[config.mk]
export PLATFORM = sky130hd
export DESIGN_NAME = hs_ram_arbiter
export DESIGN_NICKNAME = d
export VERILOG_FILES = /design/src/rtl/hs_ram_arbiter.sv
export SDC_FILE = /design/constraint.sdc
export NUM_CORES = 1
export LEC_CHECK = 0
export ABC_AREA = 1
export CORE_MARGIN = 1.5
export CORE_UTILIZATION = 35
export DETAILED_ROUTE_END_ITERATION = 8
export PLACE_DENSITY = 0.92
export SYNTH_ARGS = -nofsm -noshare
export SYNTH_HDL_FRONTEND = slang
export SYNTH_SLANG_ARGS = --single-unit
[constraint.sdc]
create_clock -name clk_sys -period 2.91 [get_ports clk_sys]
set_input_delay 0.4365 -clock clk_sys [delete_from_list [all_inputs] [get_ports clk_sys]]
set_output_delay 0.4365 -clock clk_sys [all_outputs]
set_load 0.01 [all_outputs]
[src/rtl/hs_ram_arbiter.sv]
// Hands the game work RAM port to the hiscore engine once the CPU is paused and settled,
// and gives it back to the CPU (after a one-cycle release guard) when the engine is done.
module hs_ram_arbiter #(
  parameter int AW     = 11,
  parameter int DW     = 8,
  parameter int SETTLE = 2
) (
  input  logic          clk_sys,
  input  logic          reset,
  input  logic [AW-1:0] cpu_addr,
  input  logic [DW-1:0] cpu_din,
  input  logic          cpu_we,
  output logic [DW-1:0] cpu_dout,
  input  logic [AW-1:0] hs_address,
  input  logic [DW-1:0] hs_data_in,
  input  logic          hs_write_enable,
  input  logic          hs_read_intent,
  input  logic          hs_write_intent,
  output logic [DW-1:0] hs_data_out,
  input  logic          paused,
  output logic          cpu_hold,
  output logic          hs_grant,
  output logic [AW-1:0] ram_addr,
  output logic [DW-1:0] ram_din,
  output logic          ram_we,
  input  logic [DW-1:0] ram_dout
);

  typedef enum logic [2:0] {
    ST_IDLE,
    ST_WAIT,
    ST_SETTLE,
    ST_GRANT,
    ST_RELEASE
  } state_t;

  localparam logic [3:0] SETTLE_LOAD = 4'(SETTLE - 1);

  state_t     state;
  state_t     state_next;
  logic [3:0] settle_cnt;
  logic [3:0] settle_cnt_next;
  logic       hold_next;
  logic       grant_next;
  logic       grant_d;
  logic       intent;

  assign intent = hs_read_intent | hs_write_intent;

  always_comb begin
    state_next      = state;
    settle_cnt_next = settle_cnt;
    case (state)
      ST_IDLE: begin
        if (intent) state_next = ST_WAIT;
      end
      ST_WAIT: begin
        if (!intent) begin
          state_next = ST_IDLE;
        end else if (paused) begin
          state_next      = ST_SETTLE;
          settle_cnt_next = SETTLE_LOAD;
        end
      end
      ST_SETTLE: begin
        if (!intent) begin
          state_next = ST_IDLE;
        end else if (!paused) begin
          state_next = ST_WAIT;
        end else if (settle_cnt == 4'd0) begin
          state_next = ST_GRANT;
        end else begin
          settle_cnt_next = settle_cnt - 4'd1;
        end
      end
      ST_GRANT: begin
        if (!intent) begin
          state_next = ST_RELEASE;
        end else if (!paused) begin
          state_next = ST_WAIT;
        end
      end
      ST_RELEASE: begin
        state_next = ST_IDLE;
      end
      default: begin
        state_next = ST_IDLE;
      end
    endcase
  end

  // Outputs are registered from the next state so they line up with the state register.
  assign hold_next  = (state_next != ST_IDLE);
  assign grant_next = (state_next == ST_GRANT);

  always_ff @(posedge clk_sys) begin
    if (reset) begin
      state      <= ST_IDLE;
      settle_cnt <= 4'd0;
      cpu_hold   <= 1'b0;
      hs_grant   <= 1'b0;
      grant_d    <= 1'b0;
    end else begin
      state      <= state_next;
      settle_cnt <= settle_cnt_next;
      cpu_hold   <= hold_next;
      hs_grant   <= grant_next;
      grant_d    <= hs_grant;
    end
  end

  // RAM read data belongs to the engine when its address went out on the previous cycle.
  always_ff @(posedge clk_sys) begin
    if (reset) begin
      hs_data_out <= '0;
    end else if (grant_d) begin
      hs_data_out <= ram_dout;
    end
  end

  assign ram_addr = hs_grant ? hs_address      : cpu_addr;
  assign ram_din  = hs_grant ? hs_data_in      : cpu_din;
  assign ram_we   = hs_grant ? hs_write_enable : cpu_we;
  assign cpu_dout = ram_dout;

endmodule
==> results of run 1 <==
## power by group through the flow
stage,Clock [uW],Sequential (uW),Combinational [uW]
3_5_place_dp,0,261,194
5_1_grt,166,256,211
3_3_place_gp,0,261,191
6_report,148,255,193
4_1_cts,152,255,194
2_1_floorplan,0,261,74.3
## placed cells by master (no fill, tap or decap), types with 3 or more instances in the layout
master / synthesis / layout
sky130_fd_sc_hd__nor2_1: 29 / 29
sky130_fd_sc_hd__dfxtp_1: 18 / 18
sky130_fd_sc_hd__inv_1: 14 / 14
sky130_fd_sc_hd__nand2_2: 3 / 3
sky130_fd_sc_hd__o21ai_0: 10 / 10
sky130_fd_sc_hd__nand3_1: 3 / 3
sky130_fd_sc_hd__clkdlybuf4s50_1: 0 / 90
sky130_fd_sc_hd__clkbuf_4: 0 / 3
sky130_fd_sc_hd__nand2_1: 74 / 74
## routing by layer
layer / up-vias / routed length, um / track usage
met3: 4 / 204 / 0.0303
met2: 52 / 1440 / 0.286
li1: 721 / - / -
met4: 0 / 46 / 0.0762
met1: 558 / 1320 / 0.204
met5: - / 0 / 0
## state kept, by name, summed over array words and instances, names as in the netlist
register,flops
cpu_hold,1
settle_cnt,4
hs_grant,1
state,3
grant_d,1
hs_data_out,8
## critical path: cells and delay by family (launching register included)
kind / cells / cell delay, ns
buffers and inverters: 2 / 0.97
flip-flops: 1 / 0.32
AND/OR/NAND/NOR: 2 / 0.21
## final cells by class
type / instances / area, sq um / area share
timing repair buffer: 91 / 908 / 0.442
multi-input combinational: 137 / 633 / 0.308
sequential: 18 / 360 / 0.176
inverter: 16 / 60.1 / 0.0293
tap: 44 / 55.1 / 0.0268
clock buffer: 4 / 36.3 / 0.0177
## cell families after synthesis
group / share of synthesized area
AO/OA/AOI/OAI: 0.0828
XOR/XNOR: 0.00773
adder cells (fa/ha/maj): 0.0221
buffers and inverters: 0.124
flip-flops: 0.318
AND/OR/NAND/NOR: 0.446
## how the worst max path moves through the flow
stage / from / end / slack [ns]
2_1_floorplan: hs_grant$_SDFF_PP0_ / ram_addr[8] / 1.62
3_3_place_gp: cpu_addr[9] / ram_addr[9] / 0.91
3_5_place_dp: cpu_din[5] / ram_din[5] / 0.90
4_1_cts: hs_grant$_SDFF_PP0_ / ram_din[3] / 0.67
5_1_grt: hs_grant$_SDFF_PP0_ / ram_din[4] / 0.53
6_report: hs_grant$_SDFF_PP0_ / ram_addr[0] / 0.70
## metrics by stage
| stage | worst slack, ns | instances |
|---|---|---|
| final | 0.702 | 310 |
| after global routing | 0.535 | 310 |
| after CTS | 0.672 | 310 |
| after detailed placement | 0.898 | 306 |
| after global placement | 0.908 | 306 |
| after floorplan | 1.62 | 184 |
==> flow_metrics.tcl, run 1 <==
set metrics [dict create \
    path_cells "inv_1 -> nand2_1 -> nand2_1 -> clkdlybuf4s50_1" \
    worst_path_most_repeated_cell "sky130_fd_sc_hd__nand2_1" \
    antenna_found_initial 0 \
    worst-r2r-cell-count 9 \
    slew_headroom 0.606 \
    synth.area.top_cells "sky130_fd_sc_hd__dfxtp_1 32%, sky130_fd_sc_hd__nand2_1 25%, sky130_fd_sc_hd__nor2_1 9.6%, sky130_fd_sc_hd__buf_4 5.3%, sky130_fd_sc_hd__inv_1 4.6%" \
    fillers 275 \
    power.net_switching_uw 146 \
    dr.pass1.iters 4 \
    seq_power_share 0.428 \
    fin_util 0.673 \
    synth-edff-count 0 \
    numClockSinks 18 \
    total_congestion_overflow 0 \
    synth_top_area_share 0.318 \
    hold_buffer_count_at_cts 0 \
    post_synth_num_cell_types 22 \
    worstReg2RegStart "settle_cnt[0]$_SDFFE_PP0P_" \
    p_leak_uw 0.000917 \
    setup_repair_bufs_after_cts 0 \
    wirelength_um 3010 \
    critPathKind "register to output pin" \
    detailedPlacementHpwl_um 2530 \
    area_after_dpl_sq_um 2020 \
    critical_path.endpoint_type "output pin" \
    post_route_cells_drive_above_1_share 0.0714 \
    worstSetupStartpointType "register" \
    finalWeightedCongestion 0.796 \
    period_minus_slack_ns 2.21 \
    final_max_slew_viol_count 0 \
    fmax_mhz 453 \
    ys_top_cells_by_count "74 x sky130_fd_sc_hd__nand2_1, 29 x sky130_fd_sc_hd__nor2_1, 18 x sky130_fd_sc_hd__dfxtp_1" \
    synth_top_cell_by_area "sky130_fd_sc_hd__dfxtp_1" \
    floorplan.initialDensity 0.371 \
    clock_tree.root_cell "sky130_fd_sc_hd__clkbuf_4" \
    detail-route-antenna-nets 0 \
    switching_share 0.245 \
    p_total_uw 596 \
    synth_ff_type "sky130_fd_sc_hd__dfxtp_1" \
    rrSetupSlack_ns 1.61 \
    critical_path_arrival_ns 1.77 \
    numCtsBuffers 3 \
    endpoint_required_time_on_the_critical_path_ns 2.47 \
    power.combinational.fraction 0.324 \
    drt-wirelength-per-cell_um 9.69 \
    fin_crit_sh 0.759 \
    via_count_of_the_first_global_routing_pass 1178 \
    rows 20 \
    min_delay_path_depth 2 \
    detail_route.vias_per_cell 4.31 \
    cts_max_level 1 \
    cts-resized-gates 0 \
    min_from "hs_data_out[2]$_SDFFE_PP0P_" \
    measured_slew_at_the_worst_slew_check_pin_ns 0.590 \
    post-synth-top-count-cell "sky130_fd_sc_hd__nand2_1" \
    die_area_sq_um 3590 \
    crit-reg2reg-capture "settle_cnt[1]$_SDFFE_PP0P_" \
    maxCapViolations 0 \
    vias_after_detailed_routing 1335 \
    outcome "completed" \
    asyncSetResetFlopFracSynth 0 \
    min_path_type "register to register" \
    io_pins 91 \
    synth.cell_area_sq_um 1130 \
    synth_warnings 0 \
    remaining_drc_errors 0 \
    power.density_cell_area_nw_per_um2 290 \
    min_delay_worst_endpoint "hs_data_out[2]$_SDFFE_PP0P_" \
    pwr-share-clk 0.248 \
    clock_path_buffers 2 \
    final.setup.tns_ns 0 \
    vdd_drop_max_mv 0.157 \
    globalRouteTotalUtil 0.168 \
    first_iter_violations 45 \
    path_clk_slew_ns 0.09 \
    die-width_um 59.9 \
    final_number_of_setup_violating_endpoints 0 \
    nets 322 \
    syn2layout_area_growth_pct 81.1 \
    rsz0062_at_grt "no" \
    buffer_ports.inserted 90 \
    antenna_diodes 0 \
    timing.final.hold_violations 0 \
    finalHoldWorstSlack_ns 0.505 \
    synth.ff_latch_count 18 \
    die_y_um 59.9 \
    clkLatencyLatePin_ns 0.28 \
    largest_net_degree_at_the_start_of_global_routing 22 \
    syn_nets 239 \
    cts_tree "done" \
    timing.critical_path.fanout_max 21 \
    power.internal_uw 450 \
    synth_area_per_cell_sq_um 6.16 \
    synthesis.instances 184 \
    worst_stage_delay_on_the_critical_path_ns 0.53 \
    ys_seq_area_frac 0.318 \
    critical-path-slowest-cell "sky130_fd_sc_hd__clkdlybuf4s50_1" \
    clock_skew_ns 0.00999 \
    core_region_area_sq_um 3050 \
    first_pass_grt_wire_length_um 4680 \
    final_cell_area_sq_um 2050 \
]
(Power assumes the default switching activity.)
==> run 2, diff against run 1 <==
- CORE_UTILIZATION: 35 -> 33
- PLACE_DENSITY: 0.92 -> 0.88
- clock period: 2.91 -> 2.2 ns (I/O delays scaled with it)
==> run 2 against run 1 <==
Against the previous run: critical path depth increased by 1; routed wire length increased by 2.9%; sequential power increased by 33%; first-iteration DRC count increased by 4.4%; clock skew decreased by 0.0040 ns; die area increased by 5.8%; sequential cell count unchanged.
==> flow_metrics.tcl, run 2 (synthesis gave the netlist of run 1 again) <==
set metrics [dict create \
    timing.critical_path.fanout_max 20 \
    hold_buffer_count_at_cts 0 \
    fin_crit_sh 0.881 \
    post_route_cells_drive_above_1_share 0.0749 \
    timing.final.hold_violations 0 \
    numCtsBuffers 3 \
    rsz0062_at_grt "no" \
    p_leak_uw 0.000922 \
    endpoint_required_time_on_the_critical_path_ns 1.87 \
    path_clk_slew_ns 0.09 \
    total_congestion_overflow 0 \
    setup_repair_bufs_after_cts 0 \
    critical_path_arrival_ns 1.61 \
    route.met2.wl_um 1530 \
    remaining_drc_errors 0 \
    outcome "completed" \
    die-width_um 61.6 \
    vias_after_detailed_routing 1366 \
    final_number_of_setup_violating_endpoints 0 \
    wirelength_um 3090 \
    crit_end "ram_addr[6]" \
    leading_cell_types_in_the_layout_fill_and_taps_excluded "90 x sky130_fd_sc_hd__clkdlybuf4s50_1, 74 x sky130_fd_sc_hd__nand2_1, 29 x sky130_fd_sc_hd__nor2_1, 18 x sky130_fd_sc_hd__dfxtp_1, 14 x sky130_fd_sc_hd__inv_1" \
    core_region_area_sq_um 3310 \
    syn2layout_area_growth_pct 82.0 \
    timing.critical_path.from "hs_grant$_SDFF_PP0_" \
    antenna_found_initial 0 \
    met3_wire_len_um 258 \
    floorplan.initialDensity 0.342 \
    final-seq-area_sq_um 360 \
    globalRouteTotalUtil 0.152 \
    met1_length_um 1270 \
    via_count_of_the_first_global_routing_pass 1114 \
    nets 323 \
    largest_register "hs_data_out" \
    final_cell_area_sq_um 2060 \
    fillers 300 \
    critPathKind "register to output pin" \
    rows 21 \
    cts_tree "done" \
    detailedPlacementHpwl_um 2580 \
    fmax_mhz 516 \
    cts-resized-gates 0 \
    largest_register_ffs 8 \
    critical_path.endpoint_type "output pin" \
    worstReg2RegStart "settle_cnt[0]$_SDFFE_PP0P_" \
    slew_headroom 0.736 \
    clock_tree.root_cell "sky130_fd_sc_hd__clkbuf_4" \
    clock_skew_ns 0.00594 \
    final_max_slew_viol_count 0 \
    buffer_ports.inserted 90 \
    cts_max_level 1 \
    multiInputGateArea_sq_um 633 \
    reg.largest.list "hs_data_out x8, settle_cnt x4, state x3" \
    clock_path_buffers 2 \
    die_area_sq_um 3800 \
    layout_commonest_cell "sky130_fd_sc_hd__clkdlybuf4s50_1" \
    detail_route.vias_per_cell 4.36 \
    worst-r2r-cell-count 9 \
    first_iter_violations 47 \
    detail-route-antenna-nets 0 \
    first_pass_grt_wire_length_um 4440 \
    antenna_diodes 0 \
    final.setup.tns_ns 0 \
    topRoutingLayerUsed "met4" \
    numClockSinks 18 \
    io_pins 91 \
    power.density_cell_area_nw_per_um2 384 \
    crit-reg2reg-capture "settle_cnt[1]$_SDFFE_PP0P_" \
    measured_slew_at_the_worst_slew_check_pin_ns 0.395 \
    die_y_um 61.6 \
    period_minus_slack_ns 1.94 \
    clkLatencyLatePin_ns 0.29 \
    area_after_dpl_sq_um 2030 \
    largest_net_degree_at_the_start_of_global_routing 22 \
    min_path_type "register to register" \
    rrSetupSlack_ns 0.88 \
    worstSetupStartpointType "register" \
    finalWeightedCongestion 0.788 \
    vdd_drop_max_mv 0.209 \
    drt-wirelength-per-cell_um 9.88 \
    dr.pass1.iters 4 \
    maxCapViolations 0 \
]
## run 2: changes by cell type in the layout (fill, tap and decap cells not counted)
cell,previous run,this run
sky130_fd_sc_hd__buf_4,1,2
## run 2: worst min-delay path by stage
stage	cells past startpoint	slack [ns]	startpoint	end
after floorplan	2	0.46	ram_dout[0]	hs_data_out[0]$_SDFFE_PP0P_
after global placement	2	0.43	hs_grant$_SDFF_PP0_	grant_d$_SDFF_PP0_
after detailed placement	2	0.46	hs_grant$_SDFF_PP0_	grant_d$_SDFF_PP0_
after CTS	2	0.47	hs_grant$_SDFF_PP0_	grant_d$_SDFF_PP0_
after global routing	2	0.49	hs_grant$_SDFF_PP0_	grant_d$_SDFF_PP0_
final	2	0.47	hs_grant$_SDFF_PP0_	grant_d$_SDFF_PP0_
## run 2: report_power, final
part	internal [uW]	switching, uW
clock network	101	98.6
logic	162	93.2
registers	333	4.94
## run 2: layout make-up
cell class / count / share of cell area
timing repair buffer: 92 / 0.444
multi-input combinational: 137 / 0.307
sequential: 18 / 0.175
inverter: 16 / 0.0291
tap: 46 / 0.0279
clock buffer: 4 / 0.0176
## run 2: metrics by stage
step	total power (uW)	utilization	hold WS (ns)	std cells	setup slack, ns
2_1_floorplan	444	-	0.465	184	1.01
3_3_place_gp	598	0.612	0.431	309	0.426
3_5_place_dp	602	0.612	0.460	309	0.404
4_1_cts	799	0.623	0.473	313	0.249
5_1_grt	843	0.623	0.489	313	0.164
6_report	793	0.623	0.466	313	0.262
## run 2: routing by layer
| metal | vias to the layer above | global-route usage |
|---|---|---|
| met5 | - | 0 |
| met4 | 0 | 0.0456 |
| met3 | 4 | 0.0336 |
| met2 | 63 | 0.269 |
| met1 | 579 | 0.184 |
| li1 | 720 | - |
## run 2: worst max-delay path, stage by stage (launching register included)
cell and delay (ns):
sky130_fd_sc_hd__dfxtp_1 0.32, sky130_fd_sc_hd__inv_1 0.07, sky130_fd_sc_hd__buf_4 0.23, sky130_fd_sc_hd__nand2_1 0.08, sky130_fd_sc_hd__nand2_1 0.07, sky130_fd_sc_hd__clkdlybuf4s50_1 0.54
